### config.mk
export PLATFORM = sky130hd
export DESIGN_NAME = led_scan_ctrl
export DESIGN_NICKNAME = d
export VERILOG_FILES = /design/src/rtl/led_scan_ctrl.sv
export SDC_FILE = /design/constraint.sdc
export NUM_CORES = 1
export LEC_CHECK = 0
export CAP_MARGIN = 40
export CELL_PAD_IN_SITES_DETAIL_PLACEMENT = 1
export CELL_PAD_IN_SITES_GLOBAL_PLACEMENT = 1
export CORE_ASPECT_RATIO = 0.7
export CORE_MARGIN = 3
export CORE_UTILIZATION = 30
export CTS_CLUSTER_SIZE = 10
export DETAILED_ROUTE_END_ITERATION = 8
export PLACE_DENSITY_LB_ADDON = 0.1
export SLEW_MARGIN = 0
export SYNTH_ARGS = -nofsm -noshare
export SYNTH_HDL_FRONTEND = slang
export SYNTH_SLANG_ARGS = --single-unit
### constraint.sdc
create_clock -name CLK -period 3.6 [get_ports CLK]
set_input_delay 0.72 -clock CLK [delete_from_list [all_inputs] [get_ports CLK]]
set_output_delay 0.72 -clock CLK [all_outputs]
set_load 0.05 [all_outputs]
### src/rtl/led_scan_ctrl.sv
// ---------------------------------------------------------------------------
// led_scan_ctrl
//
// Scan controller for a multiplexed seven-segment display behind the EMI
// chip-select decode. Asynchronous EMI write strobes are synchronised into
// the CLK domain, and each strobe assertion commits one write to a small
// register bank. A slot-based FSM then time-multiplexes up to four hex
// digits onto a shared segment bus. It provides per-digit blanking, decimal
// points, ghost blanking between digits and 4-bit PWM brightness.
//
// Ports:
//   CLK        in   1     system clock
//   RST_N      in   1     asynchronous active-low reset
//   LED_SEL_N  in   1     decoded active-low region select (async)
//   BWE_N      in   1     EMI write strobe, active-low (async)
//   ADDR       in   2     register select: 0 DIG01, 1 DIG23, 2 MASK, 3 CTRL
//   DATA       in   8     write data
//   SEG_N      out  7     segments a..g, active-low, bit0 = a
//   DP_N       out  1     decimal point, active-low
//   DIG_EN     out  NDIG  digit enables, active-high, one-hot or zero
// ---------------------------------------------------------------------------
module led_scan_ctrl #(
    parameter int NDIG      = 4,
    parameter int SCAN_DIV  = 4096,
    parameter int BLANK_CYC = 64
) (
    input  logic            CLK,
    input  logic            RST_N,
    input  logic            LED_SEL_N,
    input  logic            BWE_N,
    input  logic [1:0]      ADDR,
    input  logic [7:0]      DATA,
    output logic [6:0]      SEG_N,
    output logic            DP_N,
    output logic [NDIG-1:0] DIG_EN
);

    localparam int CW = $clog2(SCAN_DIV);

    typedef enum logic [1:0] {
        S_IDLE  = 2'd0,
        S_BLANK = 2'd1,
        S_ON    = 2'd2
    } state_t;

    // -----------------------------------------------------------------------
    // Write path: 2-flop synchroniser plus one extra flop for edge detect so
    // a long strobe produces exactly one commit.
    // -----------------------------------------------------------------------
    logic wr_act;
    logic sync1_q, sync2_q, sync3_q;
    logic wr_commit;

    assign wr_act    = ~LED_SEL_N & ~BWE_N;
    assign wr_commit = sync2_q & ~sync3_q;

    always_ff @(posedge CLK or negedge RST_N) begin
        if (!RST_N) begin
            sync1_q <= 1'b0;
            sync2_q <= 1'b0;
            sync3_q <= 1'b0;
        end else begin
            sync1_q <= wr_act;
            sync2_q <= sync1_q;
            sync3_q <= sync2_q;
        end
    end

    // Register bank. CTRL[6:4] carry no function and are not stored.
    logic [7:0] dig01_q;
    logic [7:0] dig23_q;
    logic [7:0] mask_q;
    logic [3:0] bright_q;
    logic       scan_en_q;

    always_ff @(posedge CLK or negedge RST_N) begin
        if (!RST_N) begin
            dig01_q   <= 8'h00;
            dig23_q   <= 8'h00;
            mask_q    <= 8'h00;
            bright_q  <= 4'hF;
            scan_en_q <= 1'b0;
        end else if (wr_commit) begin
            case (ADDR)
                2'd0:    dig01_q <= DATA;
                2'd1:    dig23_q <= DATA;
                2'd2:    mask_q  <= DATA;
                default: begin
                    bright_q  <= DATA[3:0];
                    scan_en_q <= DATA[7];
                end
            endcase
        end
    end

    // -----------------------------------------------------------------------
    // Hex to active-high segment pattern, bit0 = a.
    // -----------------------------------------------------------------------
    function automatic logic [6:0] hex7(input logic [3:0] v);
        logic [6:0] s;
        case (v)
            4'h0: s = 7'h3F;
            4'h1: s = 7'h06;
            4'h2: s = 7'h5B;
            4'h3: s = 7'h4F;
            4'h4: s = 7'h66;
            4'h5: s = 7'h6D;
            4'h6: s = 7'h7D;
            4'h7: s = 7'h07;
            4'h8: s = 7'h7F;
            4'h9: s = 7'h6F;
            4'hA: s = 7'h77;
            4'hB: s = 7'h7C;
            4'hC: s = 7'h39;
            4'hD: s = 7'h5E;
            4'hE: s = 7'h79;
            default: s = 7'h71;
        endcase
        return s;
    endfunction

    // -----------------------------------------------------------------------
    // Scan FSM. The slot counter runs 0..SCAN_DIV-1 across one digit slot;
    // the first BLANK_CYC counts are BLANK, the rest are ON.
    // -----------------------------------------------------------------------
    state_t         state_q, state_d;
    logic [CW-1:0]  cnt_q, cnt_d;
    logic [1:0]     idx_q, idx_d;
    logic [3:0]     pwm_q, pwm_d;
    logic [6:0]     seg_q, seg_d;
    logic           dp_q, dp_d;
    logic           blank_q, blank_d;     // per-slot copy of the digit mask
    logic [NDIG-1:0] dig_en_q, dig_en_d;
    logic [15:0]    digits;
    logic           latch;
    logic           lit;

    assign digits = {dig23_q, dig01_q};

    always_comb begin
        state_d = state_q;
        cnt_d   = cnt_q;
        idx_d   = idx_q;
        pwm_d   = pwm_q;
        seg_d   = seg_q;
        dp_d    = dp_q;
        blank_d = blank_q;
        latch   = 1'b0;

        if (!scan_en_q) begin
            state_d = S_IDLE;
            cnt_d   = '0;
            idx_d   = 2'd0;
            pwm_d   = 4'd0;
            seg_d   = 7'h7F;
            dp_d    = 1'b1;
            blank_d = 1'b0;
        end else begin
            case (state_q)
                S_IDLE: begin
                    state_d = S_BLANK;
                    cnt_d   = '0;
                    idx_d   = 2'd0;
                    latch   = 1'b1;
                end
                S_BLANK: begin
                    cnt_d = cnt_q + 1'b1;
                    if (cnt_q == CW'(BLANK_CYC - 1)) begin
                        state_d = S_ON;
                        pwm_d   = 4'd0;
                    end
                end
                S_ON: begin
                    if (cnt_q == CW'(SCAN_DIV - 1)) begin
                        state_d = S_BLANK;
                        cnt_d   = '0;
                        idx_d   = (idx_q == 2'(NDIG - 1)) ? 2'd0 : idx_q + 2'd1;
                        latch   = 1'b1;
                    end else begin
                        cnt_d = cnt_q + 1'b1;
                        pwm_d = pwm_q + 4'd1;
                    end
                end
                default: begin
                    state_d = S_IDLE;
                end
            endcase
        end

        // Segment, DP and blank state are captured only at slot start, so
        // register writes mid-slot never disturb the digit being shown.
        if (latch) begin
            seg_d   = ~hex7(digits[{idx_d, 2'b00} +: 4]);
            dp_d    = ~mask_q[{1'b1, idx_d}];
            blank_d = mask_q[{1'b0, idx_d}];
        end

        lit = (state_d == S_ON) && !blank_d &&
              ((bright_q == 4'hF) || (pwm_d < bright_q));
    end

    generate
        for (genvar gi = 0; gi < NDIG; gi++) begin : g_dig_en
            assign dig_en_d[gi] = lit && (idx_d == 2'(gi));
        end
    endgenerate

    always_ff @(posedge CLK or negedge RST_N) begin
        if (!RST_N) begin
            state_q  <= S_IDLE;
            cnt_q    <= '0;
            idx_q    <= 2'd0;
            pwm_q    <= 4'd0;
            seg_q    <= 7'h7F;
            dp_q     <= 1'b1;
            blank_q  <= 1'b0;
            dig_en_q <= '0;
        end else begin
            state_q  <= state_d;
            cnt_q    <= cnt_d;
            idx_q    <= idx_d;
            pwm_q    <= pwm_d;
            seg_q    <= seg_d;
            dp_q     <= dp_d;
            blank_q  <= blank_d;
            dig_en_q <= dig_en_d;
        end
    end

    assign SEG_N  = seg_q;
    assign DP_N   = dp_q;
    assign DIG_EN = dig_en_q;

endmodule

==> results.yml <==
clock_network:
  numCtsBuffers: 9
  clock_sinks: 65
  clkLatencyLatePin_ns: 0.33
  cts_buffer_depth: 2
  root_buffer: "clkbuf_16"
  hold_buffers: 0
  cts-htree-levels: 3
  clk_pin_slew_ns: 0.06
  cts_tree: "done"
floorplan:
  chipHeight_um: 96.8
  rows: 32
  die-area_mm2: 0.0131
  core_mm2: 0.0113
  fp.dieW_um: 136
  start_util: 0.314
  ioPinCount: 26
timing:
  finalSetupViolations: 0
  skew_ns: 0.00493
  finalCritPeriodShare: 0.921
  max_slew_margin: 0.502
  grt_setup_unrepaired: "false"
  clock.fmax_mhz: 302
  fin_crit_ns: 3.31
  tns_ns: 0
  hold_violations: 0
  drv_slew: 0
  max_slew.worst_pin.slew_ns: 0.742
pwr:
  seqPwrFrac: 0.389
  switching_share: 0.346
  p_int_mw: 1.64
  p_clk_frac: 0.329
  comb_power_share: 0.282
  power_switching_mw: 0.868
  power.leakage_nw: 1.85
  peakVddDrop_v: 0.000279
  p_per_area_mw_per_mm2: 573
finish:
  syn2layout_area_growth_pct: 23.9
  stdcell_count: 533
  nets: 405
  diodes: 0
  final_layout_size_suffix_gt1_frac: 0.242
setup_path:
  worstSetupPathType: "flip-flop to flip-flop"
  r2r_cells: 10
  cp-start-kind: "flip-flop"
  rr_startpoint: "cnt_q[0]"
  ff2ff_setup_slack_ns: 0.29
  r2r-end: "DIG_EN[1]"
  cp_max_fo: 8
  required_ns: 3.82
  critPathCaptureType: "flip-flop"
  arrival_ns: 3.53
synth:
  seq_area_frac_synth: 0.465
  synth_ff_type: "dfrtp_1"
  synth_area_leaders: "dfrtp_1 (38%), mux2_2 (9.2%), dfstp_2 (8.9%)"
  yosys.area.top_type: "dfrtp_1"
  synth_edf_count: 0
  synthArstFlopShare: 1.00
  synth_nets: 361
  avgSynthCellArea_um2: 10.7
  synth_common_cells: "dfrtp_1 (53), nor2_1 (30), mux2_2 (29), o21ai_0 (20)"
  yosysWarnings: 0
  synth.cell_area_mm2: 0.00353
  synth_cell_types: 64
  synth.most_common_cell: "dfrtp_1"
  ys_ff_latch: 65
  synth.top_cell.area_share: 0.376
  synthCells: 331
global_route:
  first_global_vias: 2901
  grt_antenna_before_repair: 0
  grt_util_all_layers: 0.154
  gr-usage-met2: 0.214
  grt_max_degree: 33
  grt.met1_usage: 0.234
  grt_util_met3: 0.0395
  grt_pass1_wl_mm: 15.8
  gr-max-usage-layer: "met1"
  overflow: 0
place:
  dp.cells: 517
  port_buffers: 25
  place.gp.congestion: 0.865
  dpl.hpwl_mm: 7.07
status:
  status: "finished clean"
drt:
  antenna_left: 0
  drc: 0
  drtIter0Drc: 89
  drt_wl_total_mm: 9.38
  avgRoutedWirePerCell_um: 17.6
  vias_per_cell: 5.09
  vias: 2715
  dr.pass1.iters: 4
run:
  max_cap_violations: 0
worst_hold_path:
  hold_class: "input port to asynchronous set/reset pin"
==> what timing repair did <==
item	CTS	global route
hold endpoints to repair	0	0
endpoints found under the setup margin	0	2
setup buffers	0	0
resized for setup	0	4
==> layer usage <==
layer  up-vias  part of all wire
met4         0            0.0099
li1       1310                 -
met5         -                 0
met3         6             0.032
met2        34              0.42
met1      1365              0.54
==> cells in the final DEF (no fill, tap or decap), types with 4 or more instances in the layout <==
cell	netlist	routed
nand4_1	5	5
dfstp_2	12	12
o211ai_1	4	4
buf_4	1	14
clkdlybuf4s50_1	0	24
xor2_1	6	6
nor4_1	5	5
inv_1	18	18
nand3_1	12	12
nand2_1	18	18
mux2_2	29	29
dfrtp_1	53	53
nor2_1	30	30
nor3_1	6	6
a22o_1	4	4
o21ai_0	20	20
clkbuf_16	0	9
a21oi_1	12	12
a22oi_1	6	6
nand2b_1	4	4
ha_1	16	16
==> layout make-up <==
| cell class | instances | area [um2] |
|---|---|---|
| well taps | 153 | 191 |
| inverters | 20 | 75.1 |
| clock inverters | 7 | 52.6 |
| fillers | 1240 | 6880 |
| flip-flops and latches | 65 | 1640 |
| clock buffers | 9 | 225 |
| repair buffers | 40 | 370 |
| multi-input cells | 239 | 1820 |
==> registers in the layout (all words and copies together) (netlist names), 2 cells and up <==
| name | count |
|---|---|
| DIG_EN | 4 |
| SEG_N | 7 |
| bright_q | 4 |
| cnt_q | 12 |
| dig01_q | 8 |
| dig23_q | 8 |
| idx_q | 2 |
| mask_q | 8 |
| pwm_q | 4 |
| state_q | 2 |
==> stage by stage <==
step                setup slack [ns]  utilization  hold slack [ns]  power [mW]  instance area, um2
finish                         0.286        0.389            0.204        2.51                4380
global route                  0.0191        0.389            0.199        2.66                4380
CTS                           0.0862        0.387            0.200        2.55                4360
detailed placement             0.160        0.363            0.343        1.70                4080
global placement               0.188        0.361            0.336        1.69                4060
floorplan                      0.504            -            0.331        1.44                3530
==> power by group through the flow <==
stage / clock network (mW) / logic (mW) / registers (mW)
final: 0.825 / 0.707 / 0.974
after floorplan: 0 / 0.356 / 1.08
after global routing: 0.887 / 0.777 / 0.992
after CTS: 0.860 / 0.712 / 0.975
after detailed placement: 0 / 0.709 / 0.988
after global placement: 0 / 0.701 / 0.985
==> how the worst max path moves through the flow <==
stage,startpoint,to,slack (ns),depth (start not counted)
final,cnt_q[0],DIG_EN[1],0.29,10
after global routing,cnt_q[0],SEG_N[0],0.02,11
after CTS,cnt_q[0],DIG_EN[1],0.09,10
after detailed placement,cnt_q[0],DIG_EN[1],0.16,10
after global placement,cnt_q[0],DIG_EN[1],0.19,10
after floorplan,state_q[0],SEG_N[5],0.50,13
==> kinds of logic after synthesis <==
family          after synthesis  synth area share
buf+inv                      27            0.0298
simple gates                101             0.151
fa+ha+maj                    16            0.0567
flops                        65             0.465
mux                          36             0.120
compound gates               77             0.155
xor+xnor                      9            0.0223
==> worst max-delay path, cell delays in order (launching register included) <==
cell and delay, ns:
dfrtp_1 0.40, ha_1 0.24, nand4_1 0.21, or3_4 0.43, and4b_1 0.20, o21ai_0 0.17
a21oi_1 0.11, ha_1 0.20, or4b_2 0.67, o21a_1 0.24, nor4b_2 0.33
No activity file was read; power rests on OpenSTA's default activity.
==> patch 1, RTL diff (same settings) <==
Set the parameter `SCAN_DIV` to 2048 (it was 4096).
--- a/src/rtl/led_scan_ctrl.sv
+++ b/src/rtl/led_scan_ctrl.sv
@@ -23,3 +23,3 @@
     parameter int NDIG      = 4,
-    parameter int SCAN_DIV  = 4096,
+    parameter int SCAN_DIV  = 2048,
     parameter int BLANK_CYC = 64
Function: same outputs for any inputs over 10 cycles, from zero or initial values and one cycle with RST_N low; that may be too few to reach the edited logic, so the function may still have changed.
==> patch 1 against the unedited design <==
Routed wire length grew 0.96%; power grew 2.1%; final area down 2.9%; critical path depth is 3 higher; worst setup slack lost 52 ps; sequential cell count is 1 lower; area after synthesis down 1.4%; count of clock-buffer cells in the layout is 2 higher; non-clock buffer count fell by 4; sequential share of layout area up 0.52 points; critical path type unchanged; critical endpoint is now SEG_N[6]; largest cell class unchanged; largest power group unchanged.
==> patch 1: results (changes against the unedited design) <==
<table>
<tr><th>Metric</th><th>Value</th></tr>
<tr><th colspan="2">STA</th></tr>
<tr><td>Final clock skew</td><td>6.83 ps (was 4.93 ps)</td></tr>
<tr><td>Worst relative slew slack</td><td>49.7% (was 50.2%)</td></tr>
<tr><th colspan="2">Run status</th></tr>
<tr><td>Status</td><td>complete, no violations (unchanged)</td></tr>
<tr><th colspan="2">Cells and area</th></tr>
<tr><td>Share of final-layout standard cells stronger than drive strength 1</td><td>19.9% (was 24.2%)</td></tr>
<tr><th colspan="2">GRT</th></tr>
<tr><td>Overall fraction of global-route tracks in use</td><td>15.4% (about the same)</td></tr>
<tr><td>Wire length of the first global-routing pass</td><td>15.3 mm (was 15.8 mm)</td></tr>
<tr><th colspan="2">Synthesis</th></tr>
<tr><td>Post-Synthesis Net Count</td><td>365 (was 361)</td></tr>
<tr><td>Top post-synthesis cells by count</td><td>52 x sky130_fd_sc_hd__dfrtp_1, 28 x sky130_fd_sc_hd__o21ai_0, 24 x sky130_fd_sc_hd__mux2_2 (was 53 x sky130_fd_sc_hd__dfrtp_1, 30 x sky130_fd_sc_hd__nor2_1, 29 x sky130_fd_sc_hd__mux2_2)</td></tr>
<tr><td>Sequential fraction of the synthesis area</td><td>46.4% (was 46.5%)</td></tr>
<tr><th colspan="2">Worst setup path</th></tr>
<tr><td>Worst flop-to-flop path startpoint</td><td>state_q[0] (was cnt_q[0])</td></tr>
<tr><td>Slowest-stage cell, CP</td><td>sky130_fd_sc_hd__mux2i_1 (was sky130_fd_sc_hd__or4b_2)</td></tr>
<tr><td>Critical path peak fanout</td><td>13 (was 8)</td></tr>
<tr><td>Reg-to-reg setup timing slack</td><td>230 ps (was 290 ps)</td></tr>
<tr><td>Delay-heaviest family, CP</td><td>multiplexers (was simple AND/OR/NAND/NOR gates)</td></tr>
<tr><td>Capture point of the worst reg-to-reg path</td><td>SEG_N[6] (was DIG_EN[1])</td></tr>
<tr><td>Worst reg-to-reg path cell count</td><td>13 (was 10)</td></tr>
<tr><th colspan="2">Routing</th></tr>
<tr><td>Total via count after detailed routing</td><td>2,727 (was 2,715)</td></tr>
<tr><td>Initial detailed-routing violation count</td><td>151 (was 89)</td></tr>
<tr><td>Total wire length</td><td>9.47 mm (was 9.38 mm)</td></tr>
<tr><th colspan="2">Power and ir drop</th></tr>
<tr><td>Leakage power of the design</td><td>1.78 nW (was 1.85 nW)</td></tr>
</table>
[patch 1: worst max path at each step]
stage | end | slack [ps]
floorplan | SEG_N[5] | 930
finish | SEG_N[6] | 230
CTS | SEG_N[6] | 290
detailed placement | SEG_N[6] | 310
global route | SEG_N[6] | 50
global placement | SEG_N[6] | 340
[patch 1: final cells by class]
cell class / count / area (µm²) / area share (%)
multi-input cells: 239 / 1740 / 40.8
flip-flops and latches: 64 / 1620 / 38.0
repair buffers: 36 / 328 / 7.71
clock buffers: 11 / 253 / 5.95
well taps: 153 / 191 / 4.50
inverters: 17 / 63.8 / 1.50
clock inverters: 5 / 62.6 / 1.47
[patch 1: power by group through the flow]
stage | registers [mW] | logic [mW] | clock network, mW
finish | 0.968 | 0.669 | 0.921
global route | 0.989 | 0.730 | 0.975
CTS | 0.970 | 0.673 | 0.949
detailed placement | 0.981 | 0.667 | 0
global placement | 0.980 | 0.663 | 0
floorplan | 1.07 | 0.344 | 0
[patch 1: logic make-up after synthesis]
group,Yosys count,synth area share [%]
adders and majority gates,16,5.75
buffers and inverters,32,3.88
and+or+nand+nor,114,18.6
muxes,30,9.49
DFF,64,46.4
AOI/OAI and AO/OA,78,15.6
xor gates and xnor gates,1,0.252
[patch 1: metal layers]
metal / vias to the layer above / wire [µm] / global-route usage [%]
met5: - / 0 / 0
met4: 0 / 101 / 4.07
met3: 9 / 267 / 3.66
met2: 34 / 3650 / 20.5
met1: 1379 / 5460 / 24.2
li1: 1305 / - / -
[patch 1: through the flow]
step                      worst slack [ps]  power, mW  instances  instance area [µm²]
after floorplan                        933       1.41        335                 3480
after global placement                 342       1.64        509                 3940
after detailed placement               307       1.65        509                 3940
after CTS                              294       2.59        525                 4250
after global routing                  46.2       2.69        525                 4250
final                                  234       2.56        525                 4250
==> patch 2, RTL diff (same flow settings) <==
Made on the original files. Reset style: synchronous (`RST_N`), changed in 3 clocked blocks. Comments in the files are not updated.
--- a/src/rtl/led_scan_ctrl.sv
+++ b/src/rtl/led_scan_ctrl.sv
@@ -56,3 +56,3 @@
 
-    always_ff @(posedge CLK or negedge RST_N) begin
+    always_ff @(posedge CLK) begin
         if (!RST_N) begin
@@ -75,3 +75,3 @@
 
-    always_ff @(posedge CLK or negedge RST_N) begin
+    always_ff @(posedge CLK) begin
         if (!RST_N) begin
@@ -207,3 +207,3 @@
 
-    always_ff @(posedge CLK or negedge RST_N) begin
+    always_ff @(posedge CLK) begin
         if (!RST_N) begin
Check against the original RTL: differs if RST_N is asserted again (counterexample within 10 cycles, from zero or initial values and one cycle with RST_N low); with RST_N held inactive, the same outputs for 10 cycles.
==> patch 2 against the unedited design <==
Final area shrank 9.8%; via count is 3.2% higher; fmax rose by 0.64%; area after synthesis down 8.2%; worst setup slack improved by 21 ps; sequential cell count stayed put; routed wire length is 0.90% higher; critical endpoint is now SEG_N[3]; highest routed layer unchanged.
Power is not compared: it rests on default switching activity, and its combinational part moved more than twofold at a synthesized area within 25%.
==> patch 2: results (changes against the unedited design) <==
<table>
<tr><th>Metric</th><th>Value</th></tr>
<tr><th colspan="2">STA</th></tr>
<tr><td>Final clock skew</td><td>4.31 ps (was 4.93 ps)</td></tr>
<tr><td>Hold_ws</td><td>433 ps (was 204 ps)</td></tr>
<tr><th colspan="2">GRT</th></tr>
<tr><td>Pin count of the biggest net entering global routing</td><td>29 (was 33)</td></tr>
<tr><td>Fraction of met2 tracks used by global routing</td><td>22.3% (was 21.4%)</td></tr>
<tr><td>Met1 usage</td><td>26.0% (was 23.4%)</td></tr>
<tr><td>Overall fraction of global-route tracks in use</td><td>16.7% (was 15.4%)</td></tr>
<tr><th colspan="2">Place</th></tr>
<tr><td>Placed cells</td><td>549 (was 517)</td></tr>
<tr><td>Worst slack after detailed placement</td><td>245 ps (was 160 ps)</td></tr>
<tr><th colspan="2">Run status</th></tr>
<tr><td>Status</td><td>complete, no violations (unchanged)</td></tr>
<tr><th colspan="2">Synthesis</th></tr>
<tr><td>Cell variety after synth</td><td>54 (was 64)</td></tr>
<tr><td>Sequential fraction of the synthesis area</td><td>40.2% (was 46.5%)</td></tr>
<tr><td>Post-synthesis share of cell area spent on xor and xnor gates</td><td>2.97% (was 2.23%)</td></tr>
<tr><td>Top post-synthesis cells by count</td><td>77 x sky130_fd_sc_hd__nand2_1, 65 x sky130_fd_sc_hd__dfxtp_1, 39 x sky130_fd_sc_hd__a21oi_1 (was 53 x sky130_fd_sc_hd__dfrtp_1, 30 x sky130_fd_sc_hd__nor2_1, 29 x sky130_fd_sc_hd__mux2_2)</td></tr>
<tr><th colspan="2">Cells and area</th></tr>
<tr><td>Count of filler cells inserted in the layout</td><td>1,226 (was 1,240)</td></tr>
<tr><td>Share of final-layout standard cells stronger than drive strength 1</td><td>9.53% (was 24.2%)</td></tr>
<tr><th colspan="2">Routing</th></tr>
<tr><td>Met3 routed WL</td><td>358 µm (was 296 µm)</td></tr>
<tr><td>Wire length the detailed router placed on met1</td><td>5.23 mm (was 5.07 mm)</td></tr>
<tr><td>Initial detailed-routing violation count</td><td>114 (was 89)</td></tr>
<tr><th colspan="2">Hold path</th></tr>
<tr><td>Class of the most critical hold timing path</td><td>register to register (was primary input to async pin)</td></tr>
<tr><th colspan="2">Worst setup path</th></tr>
<tr><td>Capture point of the worst reg-to-reg path</td><td>SEG_N[3] (was DIG_EN[1])</td></tr>
</table>
-- patch 2: changes by cell type in the layout (fill, tap and decap cells not counted), sizes merged, moves of 7 or more --
| cell | before | now |
|---|---|---|
| a21oi | 13 | 39 |
| and2 | 1 | 8 |
| dfrtp | 53 | 0 |
| dfstp | 12 | 0 |
| dfxtp | 0 | 65 |
| mux2 | 31 | 5 |
| mux2i | 5 | 12 |
| nand2 | 18 | 78 |
| o21ai | 23 | 13 |
-- patch 2: report_power, final --
part | switching, mW | internal, mW
clock | 0.295 | 0.472
sequential | 0.00183 | 0.724
combinational | 0.0273 | 0.0207
-- patch 2: layout make-up --
class                   count  area [µm²]  share of cell area (%)
inverters                  17        63.8                    1.62
well taps                 132         165                    4.19
clock buffers              12         246                    6.25
flip-flops and latches     65        1300                    33.0
clock inverters             1        5.00                   0.127
repair buffers             38         348                    8.81
multi-input cells         297        1820                    46.0
-- patch 2: timing repair --
action,4_1_cts,5_1_grt
hold buffers,0,0
setup endpoints to repair,0,1
gates resized for setup,0,1
